`src/rtl/serial_mag_comparator.sv`:
```
// Bit-serial MSB-first magnitude comparator with a start/busy/done handshake.
// Optional macro EARLY_EXIT_EN: end the scan on the first differing bit instead of always scanning WIDTH bits.
module serial_mag_comparator #(
    parameter int WIDTH  = 8,
    parameter bit SIGNED = 1'b0
) (
    input  logic             clk,
    input  logic             rst_n,
    input  logic             start,
    input  logic [WIDTH-1:0] a,
    input  logic [WIDTH-1:0] b,
    output logic             busy,
    output logic             done,
    output logic             eq,
    output logic             gt,
    output logic             lt
);
    localparam int IW = (WIDTH > 2) ? $clog2(WIDTH) : 1;
    localparam logic [IW-1:0] MSB_IDX = IW'(WIDTH - 1);

    typedef enum logic [1:0] {IDLE, SCAN, DONE} state_t;

    state_t           state_reg;
    logic [WIDTH-1:0] a_reg;
    logic [WIDTH-1:0] b_reg;
    logic [IW-1:0]    idx_reg;
    logic             diff_reg;
    logic             dgt_reg;

    logic cur_diff;
    logic cur_gt;
    logic res_diff;
    logic res_gt;
    logic finish;

    // In signed mode a set MSB marks the more negative operand, so the sense flips there only.
    always_comb begin
        cur_diff = a_reg[idx_reg] ^ b_reg[idx_reg];
        cur_gt   = (SIGNED && (idx_reg == MSB_IDX)) ? b_reg[idx_reg] : a_reg[idx_reg];
        res_diff = diff_reg | cur_diff;
        res_gt   = diff_reg ? dgt_reg : cur_gt;
`ifdef EARLY_EXIT_EN
        finish   = (idx_reg == '0) || cur_diff;
`else
        finish   = (idx_reg == '0);
`endif
    end

    // Results are collected privately and only published on entry to DONE,
    // so eq/gt/lt stay low for the whole scan.
    always_ff @(posedge clk or negedge rst_n) begin
        if (!rst_n) begin
            state_reg <= IDLE;
            a_reg     <= '0;
            b_reg     <= '0;
            idx_reg   <= MSB_IDX;
            diff_reg  <= 1'b0;
            dgt_reg   <= 1'b0;
            busy      <= 1'b0;
            done      <= 1'b0;
            eq        <= 1'b0;
            gt        <= 1'b0;
            lt        <= 1'b0;
        end else begin
            case (state_reg)
                IDLE: begin
                    if (start) begin
                        a_reg     <= a;
                        b_reg     <= b;
                        idx_reg   <= MSB_IDX;
                        diff_reg  <= 1'b0;
                        dgt_reg   <= 1'b0;
                        eq        <= 1'b0;
                        gt        <= 1'b0;
                        lt        <= 1'b0;
                        busy      <= 1'b1;
                        state_reg <= SCAN;
                    end
                end
                SCAN: begin
                    if (cur_diff && !diff_reg) begin
                        diff_reg <= 1'b1;
                        dgt_reg  <= cur_gt;
                    end
                    if (finish) begin
                        eq        <= !res_diff;
                        gt        <= res_diff && res_gt;
                        lt        <= res_diff && !res_gt;
                        done      <= 1'b1;
                        state_reg <= DONE;
                    end else begin
                        idx_reg <= idx_reg - IW'(1);
                    end
                end
                DONE: begin
                    done      <= 1'b0;
                    busy      <= 1'b0;
                    state_reg <= IDLE;
                end
                default: state_reg <= IDLE;
            endcase
        end
    end
endmodule

```
`config.mk`:
```
export PLATFORM = sky130hd
export DESIGN_NAME = serial_mag_comparator
export DESIGN_NICKNAME = d
export VERILOG_FILES = /design/src/rtl/serial_mag_comparator.sv
export SDC_FILE = /design/constraint.sdc
export NUM_CORES = 1
export LEC_CHECK = 0
export ABC_AREA = 0
export BUFFER_PORTS_ARGS = -buffer_cell sky130_fd_sc_hd__buf_2
export CAP_MARGIN = 20
export CORE_ASPECT_RATIO = 1.25
export CORE_MARGIN = 5
export CORE_UTILIZATION = 50
export DETAILED_ROUTE_END_ITERATION = 12
export PLACE_DENSITY_LB_ADDON = 0.12
export SETUP_SLACK_MARGIN = 0.15
export SLEW_MARGIN = 20
export SYNTH_ARGS = -nofsm -noshare
export SYNTH_HDL_FRONTEND = slang
export SYNTH_SLANG_ARGS = --single-unit
```
`constraint.sdc`:
```
create_clock -name clk -period 2.84 [get_ports clk]
set_clock_uncertainty 0.05 [all_clocks]
set_input_delay 0.568 -clock clk [delete_from_list [all_inputs] [get_ports clk]]
set_output_delay 0.568 -clock clk [all_outputs]
set_load 0.005 [all_outputs]
```
==> reports/metrics.csv, run 1 <==
stage;metric;value;unit
routing;drtPass1Iterations;4;
layout;antenna_cells;0;
synthesis;synth_edf_count;0;
synthesis;synth_seq_cells;28;
synthesis;yosysTopAreaCell;dfrtp_1;
timing;drv_slew;0;
layout;mostFrequentLayoutCell;nand2_1;
layout;final_cells;189;
pwr;power;1.55;mW
clock_network;cts_buffers;3;
synthesis;synth.distinct_cells;29;
floorplanning;die_h;67.3;µm
floorplanning;core_area;2480;µm²
worst_setup_path;crit_path_max_fanout;7;
timing;tightestPinTransition;0.707;ns
timing;finalSetupTns;0;ns
routing;vias;957;
synthesis;synth_cells;134;
timing;finalCriticalPeriod;2.04;ns
placement;place_inst;185;
synthesis;syn_area_per_cell;9.79;µm²
global_routing;antenna_found_initial;0;
global_routing;grt_usage;0.134;
synthesis;synth_area_leaders;dfrtp_1 48%, nand2_1 15%, dfstp_2 6.0%;
synthesis;syn-num-nets;155;
synthesis;yosysWarnings;0;
layout;drive_above_1_share;0.224;
synthesis;synth-main-ff-cell;dfrtp_1;
job;cap_viol_max_count;0;
worst_setup_path;crit_path_end_kind;flip-flop;
floorplanning;fp.dieW;55.8;µm
outcome;status;finished clean;
layout;nets;178;
synthesis;async_flop_share;1.00;
global_routing;overflow;0;
timing;rsz0062_at_grt;false;
routing;viasPerCell;5.06;
layout;n_fill_cell;229;
global_routing;grt_max_degree;29;
floorplanning;start_util;0.530;
floorplanning;ios;24;
routing;ant_nets;0;
worst_setup_path;cp-start-kind;flip-flop;
placement;io_buffer_count;23;
placement;place_ws;0.818;ns
global_routing;grt_pass1_vias;964;
timing;setup_ws;0.797;ns
timing;hold_slack;0.189;ns
timing;hold_viol_final;0;
timing;clock.fmax;0.490;GHz
clock_network;tritoncts;done;
min_path;hold_path.class;in -> async;
worst_setup_path;cp_data_arrival_time;2.25;ns
layout;area.sequential;704;µm²
global_routing;grt_pass1_wl;4100;µm
layout;syn_to_final_growth;12.2;%
clock_network;htree_num_levels;1;
floorplanning;rows;20;
synthesis;ys_seq_area_frac;0.537;
synthesis;netlist.area_leader.share;0.477;
timing;slew_headroom;0.527;
clock_network;root_buffer;clkbuf_4;
placement;place_congestion;0.763;
synthesis;syn_area;1310;µm²
clock_network;clk_pin_slew_worst_paths;0.14;ns
clock_network;cts.path.max_buffers;2;
worst_setup_path;critPathKind;reg -> reg;
pwr;p_leak;0.752;nW
clock_network;cts_sinks;28;
clock_network;cts_resized;0;
clock_network;clock_latency;0.32;ns
pwr;p_per_area;1050;nW/µm²
routing;drt-total-wl;2300;µm
layout;utilization;0.594;
timing;period_share;0.719;
layout;layout_common_cells;54 x nand2_1, 25 x dfrtp_1, 23 x buf_2;
timing;finalSetupViolations;0;
floorplanning;dieArea;3760;µm²
clock_network;cts_setup_buffers;0;
placement;dp_hpwl;1700;µm
layout;multi_input_area;559;µm²
worst_setup_path;required;3.05;ns
placement;placed_area;1450;µm²
pwr;ir_drop;0.596;mV
clock_network;holdBufCountCts;0;
routing;drtIter0Drc;22;
routing;drc_errors;0;
routing;routed_wire_length_per_instance;12.1;µm
layout;finalInstanceArea;1470;µm²
## final cells by class
class                      instances  area share
tap                               33      0.0280
sequential                        28       0.478
inverter                           5      0.0127
multi-input combinational         95       0.380
timing repair buffer              24      0.0833
clock buffer                       4      0.0178
## cell usage after synthesis (all sizes together) (2+ instances only)
cell	n
ha	2
nand2	54
o211ai	2
nand3	2
nor2	5
dfstp	3
a21oi	8
dfrtp	25
mux4	4
buf	2
clkbuf	4
nor3	2
inv	5
a31oi	2
nor2b	2
## critical path, stage by stage, from the launching register on
cell and delay, ns:
dfstp_2 0.65, mux4_2 0.51, mux2_4 0.31, or3_1 0.31
a31oi_1 0.16
## metal layers
| metal | global-route usage | vias up | part of all wire |
|---|---|---|---|
| li1 | - | 488 | - |
| met2 | 0.249 | 25 | 0.50 |
| met1 | 0.165 | 440 | 0.44 |
| met3 | 0.0210 | 4 | 0.051 |
| met4 | 0.0356 | 0 | 0.012 |
| met5 | 0 | - | 0 |
## kinds of logic after synthesis
group	count (synthesis)	synth area share
and+or+nand+nor	69	0.215
DFF	28	0.537
AOI/OAI and AO/OA	17	0.0820
buffers and inverters	11	0.0372
muxes	6	0.103
adders and majority gates	2	0.0191
xor gates and xnor gates	1	0.00667
## final timing paths
check,from,endpoint,slack (ns),cells past startpoint
max,idx_reg[0]$_DFFE_PN1P_,lt$_DFFE_PN0P_,0.80,4
min,rst_n,lt$_DFFE_PN0P_,0.19,1
max reg2reg,idx_reg[0]$_DFFE_PN1P_,lt$_DFFE_PN0P_,0.80,4
min reg2reg,b_reg[3]$_DFFE_PN0P_,b_reg[3]$_DFFE_PN0P_,0.44,2
max in group asynchronous,rst_n,a_reg[5]$_DFFE_PN0P_,2.16,1
min in group clk,b[3],b_reg[3]$_DFFE_PN0P_,0.37,3
## where the power goes
| group | total [mW] | internal (mW) | switching [mW] |
|---|---|---|---|
| clock | 0.164 | 0.0549 | 0.109 |
| sequential | 0.718 | 0.589 | 0.129 |
| combinational | 0.669 | 0.336 | 0.333 |
No activity file was read; power rests on OpenSTA's default activity.
==> inputs of run 2 (changes only) <==
==> constraint.sdc (replaced) <==
create_clock -name clk -period 2.05 [get_ports clk]
set_clock_uncertainty 0.05 [all_clocks]
set_input_delay 0.41 -clock clk [delete_from_list [all_inputs] [get_ports clk]]
set_output_delay 0.41 -clock clk [all_outputs]
set_load 0.005 [all_outputs]
==> reports/metrics.csv, run 2 (synthesis results as in run 1) <==
stage;metric;value;unit
clock_network;htree_num_levels;1;
routing;met3_length;140;µm
timing;period_share;1.00;
worst_setup_path;crit_chain;mux4_2 -> mux2_4 -> buf_4 -> buf_6 -> a21oi_2 -> o211ai_1;
placement;placed_area;1460;µm²
layout;syn_to_final_growth;15.1;%
outcome;status;finished clean;
layout;drive_above_1_share;0.250;
pwr;p_per_area;1500;nW/µm²
job;cap_viol_max_count;0;
timing;clock.fmax;0.488;GHz
worst_setup_path;critPathKind;reg -> reg;
floorplanning;core_area;2480;µm²
floorplanning;die_h;67.3;µm
layout;n_fill_cell;226;
worst_setup_path;regToRegStartpoint;idx_reg[0]$_DFFE_PN1P_;
pwr;swShare;0.367;
routing;drc_errors;0;
global_routing;grt_usage;0.150;
pwr;internal_power;1.44;mW
floorplanning;fp.dieW;55.8;µm
pwr;ir_drop;0.718;mV
routing;vias;998;
clock_network;cts_buffers;3;
worst_setup_path;crit_path_max_fanout;7;
worst_setup_path;cp_data_arrival_time;2.22;ns
clock_network;tritoncts;done;
placement;place_congestion;0.816;
global_routing;grt_pass1_vias;1013;
floorplanning;ios;24;
timing;finalSetupTns;0;ns
routing;drtIter0Drc;29;
global_routing;grt_pass1_wl;4420;µm
routing;viasPerCell;5.17;
routing;routed_wire_length_per_instance;13.2;µm
pwr;pwr-share-clk;0.102;
pwr;power_frac_seq;0.441;
worst_setup_path;crit_path_max_incr_delay;0.65;ns
timing;finalSetupViolations;0;
worst_setup_path;cp_slowest_cell;dfstp_2;
global_routing;grt_max_degree;29;
clock_network;clk_pin_slew_worst_paths;0.14;ns
timing;drv_slew;0;
placement;io_buffer_count;23;
min_path;hold_path.class;in -> async;
worst_setup_path;reg2reg_slack;0.00009;ns
worst_setup_path;worstReg2RegEnd;dgt_reg$_DFFE_PN0P_;
routing;met1_length;1050;µm
timing;setup_ws;0.0000862;ns
routing;met2WireLength;1290;µm
floorplanning;rows;20;
pwr;p_leak;0.773;nW
placement;dp_hpwl;1830;µm
clock_network;clock_latency;0.33;ns
timing;finalCriticalPeriod;2.05;ns
placement;place_ws;0.0117;ns
global_routing;antenna_found_initial;0;
pwr;netSwitchingPower;834;µW
clock_network;cts.path.max_buffers;2;
pwr;combPwrFrac;0.457;
floorplanning;start_util;0.530;
layout;nets;182;
worst_setup_path;crit_family;multiplexers;
routing;drt-total-wl;2540;µm
clock_network;root_buffer;clkbuf_4;
layout;antenna_cells;0;
timing;tightestPinTransition;0.623;ns
timing;slew_headroom;0.585;
worst_setup_path;path_depth;6;
routing;ant_nets;0;
timing;hold_viol_final;0;
worst_setup_path;crit_path_end_kind;flip-flop;
timing;rsz0062_at_grt;true;
routing;drtPass1Iterations;4;
worst_setup_path;cp-start-kind;flip-flop;
floorplanning;dieArea;3760;µm²
worst_setup_path;r2r_cells;6;
routing;routed.top_layer;met4;
global_routing;overflow;0;
worst_setup_path;cp_num_buf_inv;2;
clock_network;cts_sinks;28;
layout;mostFrequentLayoutCell;nand2_1;
layout;layout_common_cells;54 x nand2_1, 25 x dfrtp_1, 23 x buf_2;
layout;finalInstanceArea;1510;µm²
worst_setup_path;required;2.22;ns
[run 2: power groups by stage]
stage	clock [mW]	sequential, mW	combinational [mW]
2_1_floorplan	0	0.927	0.815
3_3_place_gp	0	1.01	0.910
3_5_place_dp	0	1.02	0.946
4_1_cts	0.243	1.01	0.990
5_1_grt	0.265	1.04	1.17
6_report	0.231	1.00	1.04
[run 2: per-layer routing]
layer	track usage	vias to the layer above
li1	-	500
met1	0.171	464
met2	0.268	26
met3	0.0363	8
met4	0.0682	0
met5	0	-
[run 2: metrics by stage]
step	utilization	hold WS, ns	total power [mW]	std cells
final	0.610	0.0237	2.27	193
after global routing	0.610	0.0640	2.47	193
after CTS	0.605	0.0371	2.24	192
after detailed placement	0.590	0.406	1.96	187
after global placement	0.590	0.397	1.92	187
after floorplan	-	0.0644	1.74	134
[run 2: cell type report]
class	count	area [µm²]	share of cell area
multi-input cells	95	563	0.373
inverters	5	18.8	0.0124
flip-flops and latches	28	704	0.466
repair buffers	28	156	0.104
clock buffers	4	26.3	0.0174
well taps	33	41.3	0.0273
[run 2: how the worst max path moves through the flow]
stage | startpoint | endpoint | slack, ns
after global routing | idx_reg[0]$_DFFE_PN1P_ | lt$_DFFE_PN0P_ | -0.09
final | idx_reg[0]$_DFFE_PN1P_ | dgt_reg$_DFFE_PN0P_ | 0.00009
after detailed placement | idx_reg[0]$_DFFE_PN1P_ | lt$_DFFE_PN0P_ | 0.01
after CTS | idx_reg[0]$_DFFE_PN1P_ | lt$_DFFE_PN0P_ | 0.02
after floorplan | idx_reg[0]$_DFFE_PN1P_ | lt$_DFFE_PN0P_ | 0.07
after global placement | idx_reg[0]$_DFFE_PN1P_ | lt$_DFFE_PN0P_ | 0.05
[run 2: what timing repair did]
item / 4_1_cts / 5_1_grt
pin swaps: 1 / 1
endpoints found under the setup margin: 4 / 5
setup buffers: 1 / 1
hold buffers: 0 / 0
gates resized for setup: 1 / 1
==> inputs of run 3 (changes only) <==
--- a/config.mk
+++ b/config.mk
@@ -10,7 +10,7 @@
 export CAP_MARGIN = 20
 export CORE_ASPECT_RATIO = 1.25
 export CORE_MARGIN = 5
-export CORE_UTILIZATION = 50
+export CORE_UTILIZATION = 35
 export DETAILED_ROUTE_END_ITERATION = 12
 export PLACE_DENSITY_LB_ADDON = 0.12
 export SETUP_SLACK_MARGIN = 0.15
==> reports/metrics.csv, run 3 (synthesis results as in run 1) <==
stage;metric;value;unit
timing;slew_headroom;0.588;
placement;placed_area;1470;µm²
clock_network;cts_sinks;28;
routing;drtIter0Drc;43;
clock_network;tritoncts;done;
routing;viasPerCell;4.85;
worst_setup_path;cp_slowest_cell;dfstp_2;
placement;place_congestion;0.828;
routing;drc_errors;0;
floorplanning;start_util;0.356;
clock_network;clock_latency;0.27;ns
timing;hold_viol_final;0;
layout;antenna_cells;0;
timing;period_share;0.962;
floorplanning;fp.dieW;64.8;µm
routing;vias;965;
worst_setup_path;cp_data_arrival_time;2.12;ns
floorplanning;core_area;3690;µm²
placement;dp_hpwl;2000;µm
layout;nets;181;
worst_setup_path;cp-start-kind;flip-flop;
worst_setup_path;crit_path_max_fanout;5;
timing;rsz0062_at_grt;true;
layout;layout_common_cells;54 x nand2_1, 25 x dfrtp_1, 23 x buf_2;
routing;routed_wire_length_per_instance;13.2;µm
worst_setup_path;r2r_cells;4;
floorplanning;ios;24;
worst_setup_path;cp_num_buf_inv;0;
pwr;p_per_area;1480;nW/µm²
floorplanning;rows;25;
global_routing;antenna_found_initial;0;
worst_setup_path;regToRegStartpoint;idx_reg[0]$_DFFE_PN1P_;
routing;drt-total-wl;2630;µm
layout;mostFrequentLayoutCell;nand2_1;
clock_network;htree_num_levels;1;
layout;drive_above_1_share;0.239;
timing;finalCriticalPeriod;1.97;ns
timing;drv_slew;0;
global_routing;overflow;0;
timing;setup_ws;0.0775;ns
worst_setup_path;reg2reg_slack;0.08;ns
global_routing;grt_max_degree;29;
pwr;power;2.26;mW
job;cap_viol_max_count;0;
worst_setup_path;worstReg2RegEnd;lt$_DFFE_PN0P_;
min_path;hold_path.class;in -> async;
clock_network;cts_buffers;3;
pwr;ir_drop;0.484;mV
worst_setup_path;crit_chain;mux4_2 -> mux2_4 -> or3_1 -> a31oi_1;
timing;hold_slack;0.0888;ns
layout;finalInstanceArea;1520;µm²
global_routing;grt_pass1_wl;4600;µm
timing;clock.fmax;0.507;GHz
worst_setup_path;critPathKind;reg -> reg;
pwr;p_leak;0.775;nW
outcome;status;finished clean;
routing;drtPass1Iterations;4;
floorplanning;dieArea;5080;µm²
clock_network;clk_pin_slew_worst_paths;0.09;ns
placement;place_ws;0.0298;ns
worst_setup_path;crit_family;multiplexers;
worst_setup_path;crit_path_end_kind;flip-flop;
placement;io_buffer_count;23;
global_routing;grt_usage;0.117;
floorplanning;die_h;78.5;µm
clock_network;cts.path.max_buffers;2;
worst_setup_path;crit_path_max_incr_delay;0.61;ns
layout;n_fill_cell;370;
layout;syn_to_final_growth;16.0;%
routing;ant_nets;0;
timing;finalSetupViolations;0;
global_routing;grt_pass1_vias;979;
clock_network;holdBufCountCts;0;
timing;tightestPinTransition;0.618;ns
clock_network;root_buffer;clkbuf_8;
worst_setup_path;required;2.20;ns
## run 3: cell count changes in the layout (fill, tap and decap cells not counted)
cell	delta
a21oi_1	+1
a21oi_2	-1
buf_6	-1
clkbuf_4	-3
clkbuf_8	+3
## run 3: cell type report
class                   count  area [µm²]  area share
well taps                  40        50.0      0.0329
clock buffers               4        45.0      0.0296
flip-flops and latches     28         704       0.463
repair buffers             27         145      0.0953
multi-input cells          95         559       0.367
inverters                   5        18.8      0.0123
## run 3: worst max-delay path by stage
stage | from | endpoint | slack (ns) | depth (start not counted)
2_1_floorplan | idx_reg[0]$_DFFE_PN1P_ | lt$_DFFE_PN0P_ | 0.07 | 5
3_3_place_gp | idx_reg[0]$_DFFE_PN1P_ | lt$_DFFE_PN0P_ | 0.05 | 4
3_5_place_dp | idx_reg[0]$_DFFE_PN1P_ | lt$_DFFE_PN0P_ | 0.03 | 4
4_1_cts | idx_reg[0]$_DFFE_PN1P_ | lt$_DFFE_PN0P_ | 0.06 | 4
5_1_grt | idx_reg[0]$_DFFE_PN1P_ | lt$_DFFE_PN0P_ | -0.002 | 4
6_report | idx_reg[0]$_DFFE_PN1P_ | lt$_DFFE_PN0P_ | 0.08 | 4
## run 3: where the power goes
part / total [mW] / internal [mW] / switching, mW
combinational: 0.952 / 0.489 / 0.463
clock: 0.305 / 0.139 / 0.166
sequential: 1.00 / 0.818 / 0.186
total: 2.26 / 1.45 / 0.815
## run 3: timing repair
item | in CTS | in global routing
buffers inserted | 1 | 0
pin swaps | 1 | 0
resized for setup | 0 | 0
endpoints found under the setup margin | 4 | 5
## run 3: layer usage
| metal | track usage | vias up | share of wire | routed length, µm |
|---|---|---|---|---|
| met5 | 0 | - | 0 | 0 |
| met4 | 0.0507 | 0 | 0.017 | 46 |
| met3 | 0.0200 | 4 | 0.046 | 121 |
| met2 | 0.205 | 20 | 0.50 | 1310 |
| met1 | 0.138 | 444 | 0.44 | 1150 |
| li1 | - | 497 | - | - |
## run 3: through the flow
stage                     setup TNS [ns]  cells   util
after floorplan                        0    134      -
after global placement                 0    194  0.398
after detailed placement               0    194  0.398
after CTS                              0    199  0.413
after global routing            -0.00192    199  0.413
final                                  0    199  0.413
